### config.mk
export PLATFORM = sky130hd
export DESIGN_NAME = rom_boot_copier_flat
export DESIGN_NICKNAME = d
export VERILOG_FILES = /design/src/rtl/boot_pkg.sv /design/src/rtl/rom_boot_copier_if.sv /design/src/rtl/boot_skid_buf.sv /design/src/rtl/rom_boot_copier.sv /design/src/flat_wrapper.sv
export SDC_FILE = /design/constraint.sdc
export NUM_CORES = 1
export LEC_CHECK = 0
export ABC_CLOCK_PERIOD_IN_PS = 9200
export CORE_UTILIZATION = 50
export DETAILED_ROUTE_END_ITERATION = 7
export PLACE_DENSITY = 0.75
export SETUP_SLACK_MARGIN = 0.02
export SLEW_MARGIN = 20
export SYNTH_ARGS = -nofsm -noshare
export SYNTH_HDL_FRONTEND = slang
export SYNTH_SLANG_ARGS = --single-unit
### constraint.sdc
create_clock -name clk -period 9.2 [get_ports clk]
set_input_delay 0.92 -clock clk [delete_from_list [all_inputs] [get_ports clk]]
set_output_delay 0.92 -clock clk [all_outputs]
set_load 0.01 [all_outputs]
### src/rtl/boot_pkg.sv
// Shared types and constants for the boot-time ROM-to-RAM copier.
//   state_e        : copier FSM states
//   WORD_W         : data/address width
//   DEF_BOOT_*     : default auto-boot source, destination and length
package boot_pkg;

  localparam int unsigned WORD_W = 32;

  localparam logic [WORD_W-1:0] DEF_BOOT_SRC = 32'h0000_0000;
  localparam logic [WORD_W-1:0] DEF_BOOT_DST = 32'h0000_0000;
  localparam logic [WORD_W-1:0] DEF_BOOT_LEN = 32'd1024;

  typedef enum logic [1:0] {
    StIdle,
    StRun,
    StDrain,
    StDone
  } state_e;

endpackage

### src/rtl/rom_boot_copier_if.sv
// Control, ROM read and RAM write signals of the boot copier.
//   master : the copier (drives ROM address, RAM write, status)
//   slave  : the SoC side (drives start/config, ROM data, RAM ready)
interface rom_boot_copier_if;
  import boot_pkg::*;

  logic              start;
  logic [WORD_W-1:0] src_base;
  logic [WORD_W-1:0] dst_base;
  logic [WORD_W-1:0] len;
  logic [WORD_W-1:0] rom_addr;
  logic [WORD_W-1:0] rom_rdata;
  logic              ram_we;
  logic [WORD_W-1:0] ram_addr;
  logic [WORD_W-1:0] ram_wdata;
  logic              ram_ready;
  logic              busy;
  logic              done;
  logic [WORD_W-1:0] checksum;
  logic              cpu_rst_n;

  modport master (
    input  start, src_base, dst_base, len, rom_rdata, ram_ready,
    output rom_addr, ram_we, ram_addr, ram_wdata, busy, done, checksum, cpu_rst_n
  );

  modport slave (
    output start, src_base, dst_base, len, rom_rdata, ram_ready,
    input  rom_addr, ram_we, ram_addr, ram_wdata, busy, done, checksum, cpu_rst_n
  );

endinterface

### src/rtl/boot_skid_buf.sv
// One-entry skid register. Holds a ROM word that returns while the RAM
// write register is stalled.
//   clk, rst_n : clock, async active-low reset
//   push_i/data_i : capture a word (push wins over a same-cycle pop)
//   pop_i      : release the held word
//   valid_o/data_o : held word
module boot_skid_buf
  import boot_pkg::*;
(
  input  logic              clk,
  input  logic              rst_n,
  input  logic              push_i,
  input  logic [WORD_W-1:0] data_i,
  input  logic              pop_i,
  output logic              valid_o,
  output logic [WORD_W-1:0] data_o
);

  logic              valid_q, valid_d;
  logic [WORD_W-1:0] data_q, data_d;

  always_comb begin
    valid_d = valid_q;
    data_d  = data_q;
    if (pop_i) valid_d = 1'b0;
    if (push_i) begin
      valid_d = 1'b1;
      data_d  = data_i;
    end
  end

  always_ff @(posedge clk or negedge rst_n) begin
    if (!rst_n) begin
      valid_q <= 1'b0;
      data_q  <= '0;
    end else begin
      valid_q <= valid_d;
      data_q  <= data_d;
    end
  end

  assign valid_o = valid_q;
  assign data_o  = data_q;

endmodule

### src/rtl/rom_boot_copier.sv
// Boot-time DMA: streams words from a 1-cycle-latency ROM into RAM,
// accumulating an additive checksum, and holds the CPU in reset until the
// first copy completes.
//   clk, rst_n : clock, async active-low reset
//   bus        : master side of rom_boot_copier_if (start/config, ROM read,
//                RAM write with ready backpressure, busy/done/checksum/cpu_rst_n)
module rom_boot_copier
  import boot_pkg::*;
#(
  parameter logic [WORD_W-1:0] BOOT_SRC  = DEF_BOOT_SRC,
  parameter logic [WORD_W-1:0] BOOT_DST  = DEF_BOOT_DST,
  parameter logic [WORD_W-1:0] BOOT_LEN  = DEF_BOOT_LEN,
  parameter bit                AUTO_BOOT = 1'b1
) (
  input logic                clk,
  input logic                rst_n,
  rom_boot_copier_if.master  bus
);

  state_e            state_q, state_d;
  logic [WORD_W-1:0] dst_q, dst_d, len_q, len_d;
  logic [WORD_W-1:0] issued_q, issued_d, accepted_q, accepted_d;
  logic [WORD_W-1:0] rom_addr_q, rom_addr_d, wdata_q, wdata_d, csum_q, csum_d;
  logic              out_v_q, out_v_d, rvalid_q, rvalid_d;
  logic              boot_pend_q, boot_pend_d, cpu_rst_n_q, cpu_rst_n_d;

  logic              skid_v, skid_push, skid_pop;
  logic [WORD_W-1:0] skid_data;
  logic              accept, load, issue, go;
  logic [WORD_W-1:0] go_src, go_dst, go_len;

  boot_skid_buf u_skid (
    .clk     (clk),
    .rst_n   (rst_n),
    .push_i  (skid_push),
    .data_i  (bus.rom_rdata),
    .pop_i   (skid_pop),
    .valid_o (skid_v),
    .data_o  (skid_data)
  );

  assign accept = out_v_q & bus.ram_ready;
  assign load   = ~out_v_q | bus.ram_ready;
  // Issuing only with an empty skid guarantees the returning word always has
  // a slot: the output register if it moves on, otherwise the skid.
  assign issue  = (state_q == StRun) & ~skid_v & load;
  assign go     = (state_q == StIdle) & (boot_pend_q | bus.start);
  assign go_src = boot_pend_q ? BOOT_SRC : bus.src_base;
  assign go_dst = boot_pend_q ? BOOT_DST : bus.dst_base;
  assign go_len = boot_pend_q ? BOOT_LEN : bus.len;

  always_comb begin
    state_d     = state_q;
    dst_d       = dst_q;
    len_d       = len_q;
    issued_d    = issued_q;
    accepted_d  = accepted_q;
    rom_addr_d  = rom_addr_q;
    wdata_d     = wdata_q;
    csum_d      = csum_q;
    out_v_d     = out_v_q;
    rvalid_d    = issue;
    boot_pend_d = boot_pend_q;
    cpu_rst_n_d = cpu_rst_n_q;
    skid_push   = 1'b0;
    skid_pop    = 1'b0;

    // Output register: skid word takes priority, it is always older.
    if (load) begin
      out_v_d = skid_v | rvalid_q;
      if (skid_v) begin
        wdata_d  = skid_data;
        skid_pop = 1'b1;
      end else if (rvalid_q) begin
        wdata_d = bus.rom_rdata;
      end
    end else if (rvalid_q) begin
      skid_push = 1'b1;
    end

    if (accept) begin
      accepted_d = accepted_q + 32'd1;
      csum_d     = csum_q + wdata_q;
    end

    unique case (state_q)
      StIdle: begin
        if (go) begin
          boot_pend_d = 1'b0;
          dst_d       = go_dst;
          len_d       = go_len;
          rom_addr_d  = go_src;
          issued_d    = '0;
          accepted_d  = '0;
          csum_d      = '0;
          state_d     = (go_len == '0) ? StDone : StRun;
        end
      end
      StRun: begin
        if (issue) begin
          rom_addr_d = rom_addr_q + 32'd1;
          issued_d   = issued_q + 32'd1;
          if (issued_q + 32'd1 == len_q) state_d = StDrain;
        end
      end
      StDrain: begin
        if (accept && (accepted_q + 32'd1 == len_q)) state_d = StDone;
      end
      StDone: begin
        state_d = StIdle;
      end
      default: state_d = StIdle;
    endcase

    if (state_d == StDone) cpu_rst_n_d = 1'b1;
  end

  always_ff @(posedge clk or negedge rst_n) begin
    if (!rst_n) begin
      state_q     <= StIdle;
      dst_q       <= '0;
      len_q       <= '0;
      issued_q    <= '0;
      accepted_q  <= '0;
      rom_addr_q  <= '0;
      wdata_q     <= '0;
      csum_q      <= '0;
      out_v_q     <= 1'b0;
      rvalid_q    <= 1'b0;
      boot_pend_q <= AUTO_BOOT;
      cpu_rst_n_q <= 1'b0;
    end else begin
      state_q     <= state_d;
      dst_q       <= dst_d;
      len_q       <= len_d;
      issued_q    <= issued_d;
      accepted_q  <= accepted_d;
      rom_addr_q  <= rom_addr_d;
      wdata_q     <= wdata_d;
      csum_q      <= csum_d;
      out_v_q     <= out_v_d;
      rvalid_q    <= rvalid_d;
      boot_pend_q <= boot_pend_d;
      cpu_rst_n_q <= cpu_rst_n_d;
    end
  end

  // Words are accepted in order, so the accept count indexes the current word.
  assign bus.rom_addr  = rom_addr_q;
  assign bus.ram_we    = out_v_q;
  assign bus.ram_addr  = dst_q + accepted_q;
  assign bus.ram_wdata = wdata_q;
  assign bus.busy      = (state_q == StRun) || (state_q == StDrain);
  assign bus.done      = (state_q == StDone);
  assign bus.checksum  = csum_q;
  assign bus.cpu_rst_n = cpu_rst_n_q;

endmodule
### src/flat_wrapper.sv
// flat-port wrapper written by rule: the top's interface ports become plain ports
module rom_boot_copier_flat import boot_pkg::*;
#(
  parameter logic [WORD_W-1:0] BOOT_SRC  = DEF_BOOT_SRC,
  parameter logic [WORD_W-1:0] BOOT_DST  = DEF_BOOT_DST,
  parameter logic [WORD_W-1:0] BOOT_LEN  = DEF_BOOT_LEN,
  parameter bit                AUTO_BOOT = 1'b1
)
  (clk, rst_n, bus_start, bus_src_base, bus_dst_base, bus_len, bus_rom_rdata, bus_ram_ready, bus_rom_addr, bus_ram_we, bus_ram_addr, bus_ram_wdata, bus_busy, bus_done, bus_checksum, bus_cpu_rst_n);
  rom_boot_copier_if bus_i ();
  input logic clk;
  input logic rst_n;
  input wire logic [$bits(bus_i.start)-1:0] bus_start;
  input wire logic [$bits(bus_i.src_base)-1:0] bus_src_base;
  input wire logic [$bits(bus_i.dst_base)-1:0] bus_dst_base;
  input wire logic [$bits(bus_i.len)-1:0] bus_len;
  input wire logic [$bits(bus_i.rom_rdata)-1:0] bus_rom_rdata;
  input wire logic [$bits(bus_i.ram_ready)-1:0] bus_ram_ready;
  output wire logic [$bits(bus_i.rom_addr)-1:0] bus_rom_addr;
  output wire logic [$bits(bus_i.ram_we)-1:0] bus_ram_we;
  output wire logic [$bits(bus_i.ram_addr)-1:0] bus_ram_addr;
  output wire logic [$bits(bus_i.ram_wdata)-1:0] bus_ram_wdata;
  output wire logic [$bits(bus_i.busy)-1:0] bus_busy;
  output wire logic [$bits(bus_i.done)-1:0] bus_done;
  output wire logic [$bits(bus_i.checksum)-1:0] bus_checksum;
  output wire logic [$bits(bus_i.cpu_rst_n)-1:0] bus_cpu_rst_n;
  assign bus_i.start = bus_start;
  assign bus_i.src_base = bus_src_base;
  assign bus_i.dst_base = bus_dst_base;
  assign bus_i.len = bus_len;
  assign bus_i.rom_rdata = bus_rom_rdata;
  assign bus_i.ram_ready = bus_ram_ready;
  assign bus_rom_addr = bus_i.rom_addr;
  assign bus_ram_we = bus_i.ram_we;
  assign bus_ram_addr = bus_i.ram_addr;
  assign bus_ram_wdata = bus_i.ram_wdata;
  assign bus_busy = bus_i.busy;
  assign bus_done = bus_i.done;
  assign bus_checksum = bus_i.checksum;
  assign bus_cpu_rst_n = bus_i.cpu_rst_n;
  rom_boot_copier #(.BOOT_SRC(BOOT_SRC), .BOOT_DST(BOOT_DST), .BOOT_LEN(BOOT_LEN), .AUTO_BOOT(AUTO_BOOT)) u_core (.clk(clk), .rst_n(rst_n), .bus(bus_i));
endmodule
==> impl.org <==
** Clock tree
- TritonCTS built the clock tree.
- The number of gates resized after CTS was 0.
- Number of buffers on the longest clock path :: 3
- For this design, the CTS-stage hold fixing added 0 buffers.
- CTS built an H-tree with a depth of 1.
- Clock-pin slew of the registers on the worst-case setup and hold paths :: 0.06 ns
- The root buffer cell chosen for the clock tree is clkbuf_16.
- For the worst-skew pair, the clock arrives at the later sink with an insertion delay of roughly 0.57 ns.
- Clock tree sinks :: 263
- Counting the buffers created by CTS gives 30.
- Post-CTS setup buffer count :: 0

** Layout
- The number of antenna diodes in the final layout is 0.
- Layout Nets :: 2420
- Area growth from synthesis to final layout :: 22.6%
- Post-route non-filler standard cell count :: 2682
- Of the cells placed in the final design, the portion with a size suffix greater than 1 is 0.0551.
- After filler insertion, the fill cell instance count of the layout stands at 2986.
- Combined area of the multi-input logic cells :: 10100 um^2
- Area occupied by registers :: approximately 6600 um^2

** Synthesis
- Number of synthesized flops with an enable pin :: 0
- Synthesized Nets :: 2218
- Number of synthesized register bits :: 263
- Yosys mapped the design onto 77 distinct sky130hd cell types.
- Of all flip-flops after synthesis, the portion carrying an async set or reset was 1.00.
- Gate count after technology mapping :: slightly above 2000
- The biggest area contributor in the post-synthesis netlist is dfrtp_1.
- By area the synthesized netlist is led by dfrtp_1 38%, nand2_1 6.5%, ha_1 5.1%.
- Of the post-synthesis cell area, the dominant cell type holds 0.380.
- The commonest cells after synthesis are 300 x nand2_1, 262 x dfrtp_1, 154 x nor2_1, 153 x a21oi_1, 115 x o21ai_0.
- In this run the cell area of the synthesized design comes to 17300 um^2.
- Cell with the most instances after synthesis :: nand2_1
- Number of synthesis warnings :: 0
- A synthesized cell averages about 8.6 um^2.
- Most common flop cell mapped by yosys :: dfrtp_1
- Seq/Total Area, Yosys :: 0.382

** Hold path
- Path class of the lowest-slack min-delay path :: in -> async

** Critical path
- Top fanout value on the critical path :: 6
- Critical path arrival :: 4.55 ns
- STA classifies the critical path startpoint as a flip-flop.
- Critical path start-end classification :: reg -> out
- STA classifies the critical path endpoint as an output pin.
- Endpoint required time on the critical path :: 8.28 ns

** STA
- RSZ-0062 raised after global routing :: false
- The clock period could shrink to 5.47 ns.
- For the final routed database, the setup TNS stands at 0 ns.
- Post-route worst hold slack :: 0.342 ns
- The worst pin sits at a relative slew slack of 0.339.
- Peak Freq :: 183 MHz
- Total count of hold-check failures in the final report :: 0
- Setup violations remaining at the end of the flow were counted as 0.
- Pins over their slew limit :: 0
- For the pin with the worst max-slew slack, the measured transition is ~0.99 ns.
- Share of the clock period used by the worst path :: 0.595
- Worst setup skew after layout :: 0.0119 ns

** Detailed routing
- For this run, design rule violations remaining after detail routing come to 0.
- The routed layout has between 15000 and 20000 vias.
- Number of DRC markers in iteration 0 :: 1304
- Via density per instance :: 5.92
- Wirelength, routed :: approximately 51000 um
- The detail route stage leaves a number of antenna-violating nets equal to 0.
- 1st-pass router iterations :: 5
- Post-DR wirelength/cell :: 19.0 um

** Floorplanning
- Die height :: 188 um
- Starting density of the core :: 0.512
- In this run the standard cell core region covers 33700 um^2.
- Row generation in the floorplan step produced 67 rows.
- The die is 188 um wide.
- Die outline area :: 35300 um^2
- For this design the top-level I/O count stands at 264.

** Global route
- Number of antenna violations at the first check in global routing :: 1
- Remaining global-route overflow :: 0
- Total GRT Usage :: 0.285
- The via count of the first global-routing pass is 15600.
- The first global-routing pass estimated 81900 um of wire.
- Entering global routing, the biggest net connects 182 pins.

** Power
- Power per cell area :: 176 nW/um^2
- The worst-case IR drop observed on VDD is 0.166 mV.
- Total power :: 0.00371 W
- Leakage power :: ~9.1 nW

** Place
- At the end of routability-driven placement, the weighted congestion stood at 0.931.
- Detailed placement ended at an HPWL of 36000 um.
- The number of placed instances, taps included, is 2632.
- Buffers placed on the I/O ports in this run total 263.

** Run
- The tool flagged a number of max-cap violations equal to 0.

** Run status
- The flow ran to the end, and the final reports show no timing, DRC or antenna violations.
==> area by class of cell <==
type | instances | area share
Multi-Input combinational cell | 1603 | 0.479
Tap cell | 448 | 0.0265
Timing Repair Buffer | 278 | 0.131
Clock inverter | 5 | 0.00527
Inverter | 40 | 0.00710
Sequential cell | 263 | 0.311
Clock buffer | 45 | 0.0405
==> report_power, final <==
group          internal (W)  switching [W]  total [W]
clock network      0.000719       0.000481    0.00120
logic              0.000566       0.000590    0.00116
registers           0.00126       0.000103    0.00136
==> critical path: stages (launching register included) <==
cell	delay (ns)
dfrtp_1	0.45
ha_1	0.20
inv_1	0.05
fa_1	0.40
nor2b_1	0.11
o21ai_0	0.09
a21boi_0	0.32
o2111ai_1	0.21
a211oi_1	0.54
o2111a_1	0.32
o2111ai_1	0.31
a211o_1	0.35
nand3_1	0.08
clkdlybuf4s50_1	0.53
==> state kept, by name (all words and copies together) (netlist names) <==
register / flops
u_core.boot_pend_q: 1
u_core.state_q: 2
u_core.bus.ram_wdata: 32
u_core.u_skid.data_o: 32
u_core.issued_q: 32
u_core.dst_q: 32
u_core.rvalid_q: 1
u_core.bus.cpu_rst_n: 1
u_core.u_skid.valid_o: 1
u_core.len_q: 32
u_core.bus.checksum: 32
u_core.accepted_q: 32
u_core.bus.ram_we: 1
u_core.bus.rom_addr: 32
==> cell usage in the layout, fill, tap and decap left out, types with 30 or more instances in the layout <==
cell	instances
and3_1	36
mux2i_1	41
clkbuf_16	30
inv_1	40
xnor2_1	97
nand4_1	40
nand3_1	58
mux2_2	35
a21oi_1	153
dfrtp_1	261
o21ai_0	114
nand3b_1	70
ha_1	70
xor2_1	52
nand2_1	298
nor3_1	55
nor2_1	153
clkdlybuf4s50_1	262
==> layer usage <==
layer,track usage,part of all wire
met5,0,0.00026
met4,0.0969,0.032
met3,0.0576,0.075
met2,0.476,0.48
met1,0.369,0.42
==> path summary, 6_finish.rpt <==
path	from	endpoint	slack, ns	cells past startpoint
max in group asynchronous	rst_n	u_core.accepted_q[21]	7.45	2
max reg2reg	u_core.issued_q[3]	u_core.bus.cpu_rst_n	5.59	9
min reg2reg	u_core.dst_q[27]	u_core.dst_q[27]	0.47	2
min	rst_n	u_core.bus.rom_addr[26]	0.34	1
min in group clk	u_core.dst_q[27]	u_core.dst_q[27]	0.47	2
max	u_core.accepted_q[0]	bus_ram_addr[30]	3.73	13
==> cell families (layout without fill, tap and decap cells) <==
kind of cell | Yosys count | count (layout) | synth area share
xor+xnor | 149 | 149 | 0.0756
compound gates | 461 | 461 | 0.166
mux | 76 | 76 | 0.0466
simple gates | 845 | 845 | 0.244
buf+inv | 148 | 368 | 0.0334
flops | 263 | 263 | 0.382
fa+ha+maj | 72 | 72 | 0.0531
==> stage by stage <==
stage | utilization | worst slack, ns | area (um^2)
floorplan | - | 5.51 | 17300
global placement | 0.599 | 4.45 | 20200
detailed placement | 0.599 | 4.42 | 20200
CTS | 0.627 | 3.79 | 21100
global route | 0.628 | 3.51 | 21100
finish | 0.628 | 3.73 | 21100
Note: power is estimated with default switching activity, not from simulation.
